## config.mk

```make
export PLATFORM = sky130hd
export DESIGN_NAME = ledsweep_flat
export DESIGN_NICKNAME = d
export VERILOG_FILES = /design/src/rtl/ledsweep_if.sv /design/src/rtl/ledsweep.sv /design/src/flat_wrapper.sv
export SDC_FILE = /design/constraint.sdc
export NUM_CORES = 1
export LEC_CHECK = 0
export ABC_CLOCK_PERIOD_IN_PS = 2400
export CAP_MARGIN = 15
export CORE_ASPECT_RATIO = 1.25
export CORE_MARGIN = 2
export CORE_UTILIZATION = 25
export CTS_CLUSTER_DIAMETER = 150
export DETAILED_ROUTE_END_ITERATION = 10
export HOLD_SLACK_MARGIN = 0.15
export PLACE_DENSITY_LB_ADDON = 0.08
export REMOVE_ABC_BUFFERS = 1
export SYNTH_ARGS = -nofsm -noshare
export SYNTH_HDL_FRONTEND = slang
export SYNTH_SLANG_ARGS = --single-unit
```

## constraint.sdc

```tcl
create_clock -name i_clk -period 2.4 [get_ports i_clk]
set_input_delay 0.36 -clock i_clk [delete_from_list [all_inputs] [get_ports i_clk]]
set_output_delay 0.36 -clock i_clk [all_outputs]
set_load 0.01 [all_outputs]
```

## src/rtl/ledsweep_if.sv

```systemverilog
// Wishbone pipelined register port of the ledsweep LED chaser.
// The master drives the request, and the slave returns stall, ack and read data.
interface ledsweep_if;
   logic        i_wb_cyc;
   logic        i_wb_stb;
   logic        i_wb_we;
   logic        i_wb_addr;
   logic [31:0] i_wb_data;
   logic        o_wb_stall;
   logic        o_wb_ack;
   logic [31:0] o_wb_data;

   modport master (
      output i_wb_cyc, i_wb_stb, i_wb_we, i_wb_addr, i_wb_data,
      input  o_wb_stall, o_wb_ack, o_wb_data
   );

   modport slave (
      input  i_wb_cyc, i_wb_stb, i_wb_we, i_wb_addr, i_wb_data,
      output o_wb_stall, o_wb_ack, o_wb_data
   );
endinterface

```

## src/rtl/ledsweep.sv

```systemverilog
// One-hot LED sweeper (bounce or one-way) with CTRL/PERIOD registers on a Wishbone port.
// Defining LEDSWEEP_IRQ_EN adds o_int, a one-cycle pulse when a sweep completes.
module ledsweep #(
   parameter int unsigned NLED       = 8,
   parameter int unsigned DIVW       = 16,
   parameter int unsigned DEF_PERIOD = 0
) (
   input  logic            i_clk,
   input  logic            i_reset_n,
   ledsweep_if.slave       wb,
   output logic [NLED-1:0] o_led,
   output logic            o_busy
`ifdef LEDSWEEP_IRQ_EN
   ,
   output logic            o_int
`endif
);

   typedef enum logic {S_IDLE, S_RUN} state_t;

   localparam logic [4:0]      LAST_POS = 5'(NLED - 1);
   localparam logic [NLED-1:0] LED0     = NLED'(1);

   state_t          state;
   logic [DIVW-1:0] period;
   logic [DIVW-1:0] hold;
   logic [7:0]      rem;
   logic            mode;
   logic            dir_dn;
   logic [4:0]      pos;

   logic            stall;
   logic            accept;
   logic            wr_ctrl;
   logic            wr_period;
   logic [31:0]     rd_data;

   logic [4:0]      nxt_pos;
   logic            nxt_dn;
   logic [7:0]      nxt_rem;
   logic            sweep_end;

   assign stall         = o_busy & wb.i_wb_we & ~wb.i_wb_addr;
   assign wb.o_wb_stall = stall;
   assign accept        = wb.i_wb_cyc & wb.i_wb_stb & ~stall;
   assign wr_ctrl       = accept & wb.i_wb_we & ~wb.i_wb_addr;
   assign wr_period     = accept & wb.i_wb_we & wb.i_wb_addr;

   always_comb begin
      rd_data = '0;
      if (!wb.i_wb_addr)
         rd_data = {o_busy, 14'b0, mode, rem, 3'b0, pos};
      else
         rd_data[DIVW-1:0] = period;
   end

   // Position step taken when the current hold expires. Later bounce passes
   // restart at 1 so that position 0 is never shown twice in a row.
   always_comb begin
      nxt_pos   = pos;
      nxt_dn    = dir_dn;
      nxt_rem   = rem;
      sweep_end = 1'b0;
      if (mode) begin
         if (pos == LAST_POS) begin
            if (rem == '0) begin
               sweep_end = 1'b1;
            end else begin
               nxt_rem = rem - 8'd1;
               nxt_pos = '0;
            end
         end else begin
            nxt_pos = pos + 5'd1;
         end
      end else if (!dir_dn) begin
         if (pos == LAST_POS) begin
            nxt_dn  = 1'b1;
            nxt_pos = pos - 5'd1;
         end else begin
            nxt_pos = pos + 5'd1;
         end
      end else begin
         if (pos == '0) begin
            if (rem == '0) begin
               sweep_end = 1'b1;
            end else begin
               nxt_rem = rem - 8'd1;
               nxt_dn  = 1'b0;
               nxt_pos = 5'd1;
            end
         end else begin
            nxt_pos = pos - 5'd1;
         end
      end
   end

   always_ff @(posedge i_clk or negedge i_reset_n) begin
      if (!i_reset_n) begin
         state        <= S_IDLE;
         period       <= DIVW'(DEF_PERIOD);
         hold         <= '0;
         rem          <= '0;
         mode         <= 1'b0;
         dir_dn       <= 1'b0;
         pos          <= '0;
         o_led        <= '0;
         o_busy       <= 1'b0;
         wb.o_wb_ack  <= 1'b0;
         wb.o_wb_data <= '0;
`ifdef LEDSWEEP_IRQ_EN
         o_int        <= 1'b0;
`endif
      end else begin
         wb.o_wb_ack <= accept;
         if (accept)
            wb.o_wb_data <= rd_data;
         if (wr_period)
            period <= wb.i_wb_data[DIVW-1:0];
`ifdef LEDSWEEP_IRQ_EN
         o_int <= 1'b0;
`endif
         case (state)
            S_IDLE: begin
               if (wr_ctrl) begin
                  state  <= S_RUN;
                  rem    <= wb.i_wb_data[7:0];
                  mode   <= wb.i_wb_data[8];
                  pos    <= '0;
                  dir_dn <= 1'b0;
                  hold   <= period;
                  o_led  <= LED0;
                  o_busy <= 1'b1;
               end
            end
            S_RUN: begin
               if (hold != '0) begin
                  hold <= hold - DIVW'(1);
               end else if (sweep_end) begin
                  state  <= S_IDLE;
                  pos    <= '0;
                  dir_dn <= 1'b0;
                  o_led  <= '0;
                  o_busy <= 1'b0;
`ifdef LEDSWEEP_IRQ_EN
                  o_int  <= 1'b1;
`endif
               end else begin
                  pos    <= nxt_pos;
                  dir_dn <= nxt_dn;
                  rem    <= nxt_rem;
                  hold   <= period;
                  o_led  <= LED0 << nxt_pos;
               end
            end
            default: state <= S_IDLE;
         endcase
      end
   end

endmodule
```

## src/flat_wrapper.sv

```systemverilog
// flat-port wrapper written by rule: the top's interface ports become plain ports
module ledsweep_flat 
#(
   parameter int unsigned NLED       = 8,
   parameter int unsigned DIVW       = 16,
   parameter int unsigned DEF_PERIOD = 0
)
  (i_clk, i_reset_n, o_led, o_busy, wb_i_wb_cyc, wb_i_wb_stb, wb_i_wb_we, wb_i_wb_addr, wb_i_wb_data, wb_o_wb_stall, wb_o_wb_ack, wb_o_wb_data);
  ledsweep_if wb_i ();
  input  logic i_clk;
  input  logic i_reset_n;
  output logic [NLED-1:0] o_led;
  output logic o_busy;
  input wire logic [$bits(wb_i.i_wb_cyc)-1:0] wb_i_wb_cyc;
  input wire logic [$bits(wb_i.i_wb_stb)-1:0] wb_i_wb_stb;
  input wire logic [$bits(wb_i.i_wb_we)-1:0] wb_i_wb_we;
  input wire logic [$bits(wb_i.i_wb_addr)-1:0] wb_i_wb_addr;
  input wire logic [$bits(wb_i.i_wb_data)-1:0] wb_i_wb_data;
  output wire logic [$bits(wb_i.o_wb_stall)-1:0] wb_o_wb_stall;
  output wire logic [$bits(wb_i.o_wb_ack)-1:0] wb_o_wb_ack;
  output wire logic [$bits(wb_i.o_wb_data)-1:0] wb_o_wb_data;
  assign wb_i.i_wb_cyc = wb_i_wb_cyc;
  assign wb_i.i_wb_stb = wb_i_wb_stb;
  assign wb_i.i_wb_we = wb_i_wb_we;
  assign wb_i.i_wb_addr = wb_i_wb_addr;
  assign wb_i.i_wb_data = wb_i_wb_data;
  assign wb_o_wb_stall = wb_i.o_wb_stall;
  assign wb_o_wb_ack = wb_i.o_wb_ack;
  assign wb_o_wb_data = wb_i.o_wb_data;
  ledsweep #(.NLED(NLED), .DIVW(DIVW), .DEF_PERIOD(DEF_PERIOD)) u_core (.i_clk(i_clk), .i_reset_n(i_reset_n), .wb(wb_i), .o_led(o_led), .o_busy(o_busy));
endmodule
```

==> metrics.csv <==
metric;value;unit
die area;18900;sq um
n_diodes;0;
TritonCTS clock tree;done;
Worst IR Drop VDD;0.281;mV
Yosys cell types;83;
final setup fails;0;
Iter 0 DRT Violations;163;
Total Power;3580;uW
IO Pins;81;
Least-Margin Pin Slew;0.831;ns
Rows;54;
clock-pin slew on the worst setup and hold paths;0.06;ns
max_cap viols;0;
commonest non-fill, non-tap cell in the layout;dfrtp_1;
port bufs;50;
Vias/cell;4.84;
maximum fanout along the worst path;6;
Top FF cell, synth;dfrtp_1;
critical path, cell by cell;inv_1 -> ha_1 -> or3b_2 -> nor2_4 -> nand2_1 -> buf_4 -> nor2_1 -> o21ai_0;
slew margin rel.;0.446;
largest net degree at the start of global routing;59;
outcome;finished, final reports clean;
drt wl/cell;18.0;microns
Starting Density;0.255;
number of global-route vias before repair;3842;
clk sinks;76;
Vias;3827;
Pwr per Cell Area;610;nW/um^2
Slew Limit Fails;0;
total length of routed wires;14200;microns
internal power;2590;uW
drt first pass iters;4;
Root Buffer;clkbuf_16;
area of the core;17500;sq um
warnings from Yosys;0;
cts bufs inserted;9;
CP max stage delay;0.53;ns
RSZ-0062 raised after global routing;false;
antenna violations before repair;0;
CP Class;flip-flop to flip-flop;
first-pass GRT wire length;22200;microns
post-synthesis instance area;4460;sq um
most frequent cells in the layout;dfrtp_1 (76), buf_4 (62), nand2_1 (54);
Synth Area per Inst;9.65;sq um
Die Height;153;microns
Req. time, crit path;2.62;ns
combinational share of power;0.157;
#FFs+latches synth;76;
Total GRT Usage;0.157;
FFs w/ async S/R, synth;1.00;
area grow syn2layout;31.4;%
Static Leak;0.00254;uW
CP Capture Type;flip-flop;
minimum period implied by the final worst setup slack;2.25;ns
hpwl dp;10800;microns
Final Hold Viols;0;
post-route ant nets;0;
P_sw;990;uW
fin crit share;0.936;
crit start category;flip-flop;
gp weighted congestion;0.847;
Clock Latency Late Sink;0.34;ns
sequential power share;0.452;
Sw Ratio;0.277;
CTS max path bufs;2;
setup tns final;0;ns
Fill cells;1837;
clock share of power;0.391;
sequential-to-total area share from yosys stat;0.426;
H-tree Lvls;3;
Die X;123;microns
critical path arrival;2.47;ns
number of remaining DRC errors;0;
maximum clock rate;445;MHz
clock skew after layout;0.00748;ns
EDFF count, synth;0;
worst hold path class;flip-flop to flip-flop;
Crit-path slowest cell;or3b_2;
global route overflow;0;
Cells after Synth;462;
nets@finish;605;
share of cells above drive strength 1;0.198;
[metrics by stage]
stage / utilization / area, sq um / hold WS, ns / instances / setup slack, ns
4_1_cts: 0.334 / 5850 / 0.485 / 790 / 0.0333
3_3_place_gp: 0.316 / 5540 / 0.464 / 773 / 0.0504
6_report: 0.335 / 5860 / 0.477 / 790 / 0.153
5_1_grt: 0.335 / 5860 / 0.502 / 790 / 0.00780
3_5_place_dp: 0.316 / 5540 / 0.470 / 773 / 0.0468
2_1_floorplan: - / 4280 / 0.0644 / 437 / 0.0659
[power by group through the flow]
stage / Clock, uW / Sequential, uW / Combinational (uW)
after floorplan: 0 / 1600 / 248
after CTS: 1450 / 1620 / 574
after detailed placement: 0 / 1650 / 570
final: 1400 / 1620 / 563
after global placement: 0 / 1640 / 573
after global routing: 1500 / 1640 / 624
[cells by family (layout without fill, tap and decap cells)]
kind of cell	after synthesis	count (layout)	share of synthesized area
and+or+nand+nor	169	169	0.218
AOI/OAI and AO/OA	118	118	0.184
DFF	76	76	0.426
buffers and inverters	56	147	0.0662
muxes	32	32	0.0800
adders and majority gates	6	6	0.0168
xor gates and xnor gates	4	4	0.00786
other	1	14	0.000841
[flip-flops by register name, indices dropped and copies added (netlist names)]
signal	flops
u_core.dir_dn	1
u_core.hold	16
u_core.mode	1
u_core.o_busy	1
u_core.o_led	8
u_core.period	16
u_core.pos	5
u_core.rem	8
u_core.state	1
u_core.wb.o_wb_ack	1
u_core.wb.o_wb_data	18
[timing repair]
item | 4_1_cts | 5_1_grt
hold buffers | 1 | 0
setup endpoints to repair | 0 | 11
gates resized for setup | 0 | 3
buffers inserted | 0 | 0
hold endpoints to repair | 27 | 0
[cell type report]
class,instances,area (sq um),area share
Clock buffer,11,243,0.0414
Sequential cell,76,1900,0.325
Inverter,18,67.6,0.0115
Tap cell,224,280,0.0478
Timing Repair Buffer,113,986,0.168
Clock inverter,5,60.1,0.0102
Multi-Input combinational cell,343,2320,0.396
[synth_stat cells (3+ instances only)]
library cell	instances	area share
dfrtp_1	76	0.43
nand2_1	54	0.045
o21ai_0	37	0.042
nor2_1	21	0.018
nor3_1	19	0.021
nand3_1	18	0.020
buf_4	16	0.027
inv_1	16	0.013
mux2i_1	14	0.031
a21oi_1	13	0.015
clkbuf_1	11	0.0093
mux2_2	10	0.025
o31ai_1	9	0.015
buf_2	8	0.0090
a31oi_1	7	0.0098
nand4_1	7	0.0098
nor3b_1	7	0.012
ha_1	6	0.017
mux2_1	6	0.015
or3_1	6	0.0084
nand2b_1	5	0.0070
a211o_1	4	0.0079
o211ai_1	4	0.0067
a211oi_1	3	0.0051
a221o_1	3	0.0067
and4_1	3	0.0059
nor4_2	3	0.0084
o21ai_1	3	0.0034
o22ai_1	3	0.0042
[metal layers]
layer,vias up,global-route usage,wire length (microns)
met5,-,0,0
met4,0,0.0628,301
met3,15,0.0239,441
met2,79,0.267,7260
met1,1855,0.194,6240
li1,1878,-,-
[critical path: cells and delay by family (launching register included)]
family	cells	cell delay, ns
AO/OA/AOI/OAI	1	0.11
adder cells (fa/ha/maj)	1	0.19
buffers and inverters	2	0.30
flip-flops	1	0.39
AND/OR/NAND/NOR	4	1.13
[final timing paths]
check	from	endpoint	slack, ns	depth (start not counted)
setup / recovery	u_core.rem[0]	u_core.o_busy	0.15	8
hold / removal	u_core.wb.o_wb_data[10]	u_core.wb.o_wb_data[10]	0.48	2
setup reg to reg	u_core.rem[0]	u_core.o_busy	0.15	8
hold reg to reg	u_core.wb.o_wb_data[10]	u_core.wb.o_wb_data[10]	0.48	2
max in group asynchronous	i_reset_n	u_core.period[11]	1.05	3
min in group asynchronous	i_reset_n	u_core.wb.o_wb_data[0]	0.65	2
Power figures use the tool's default switching activity.
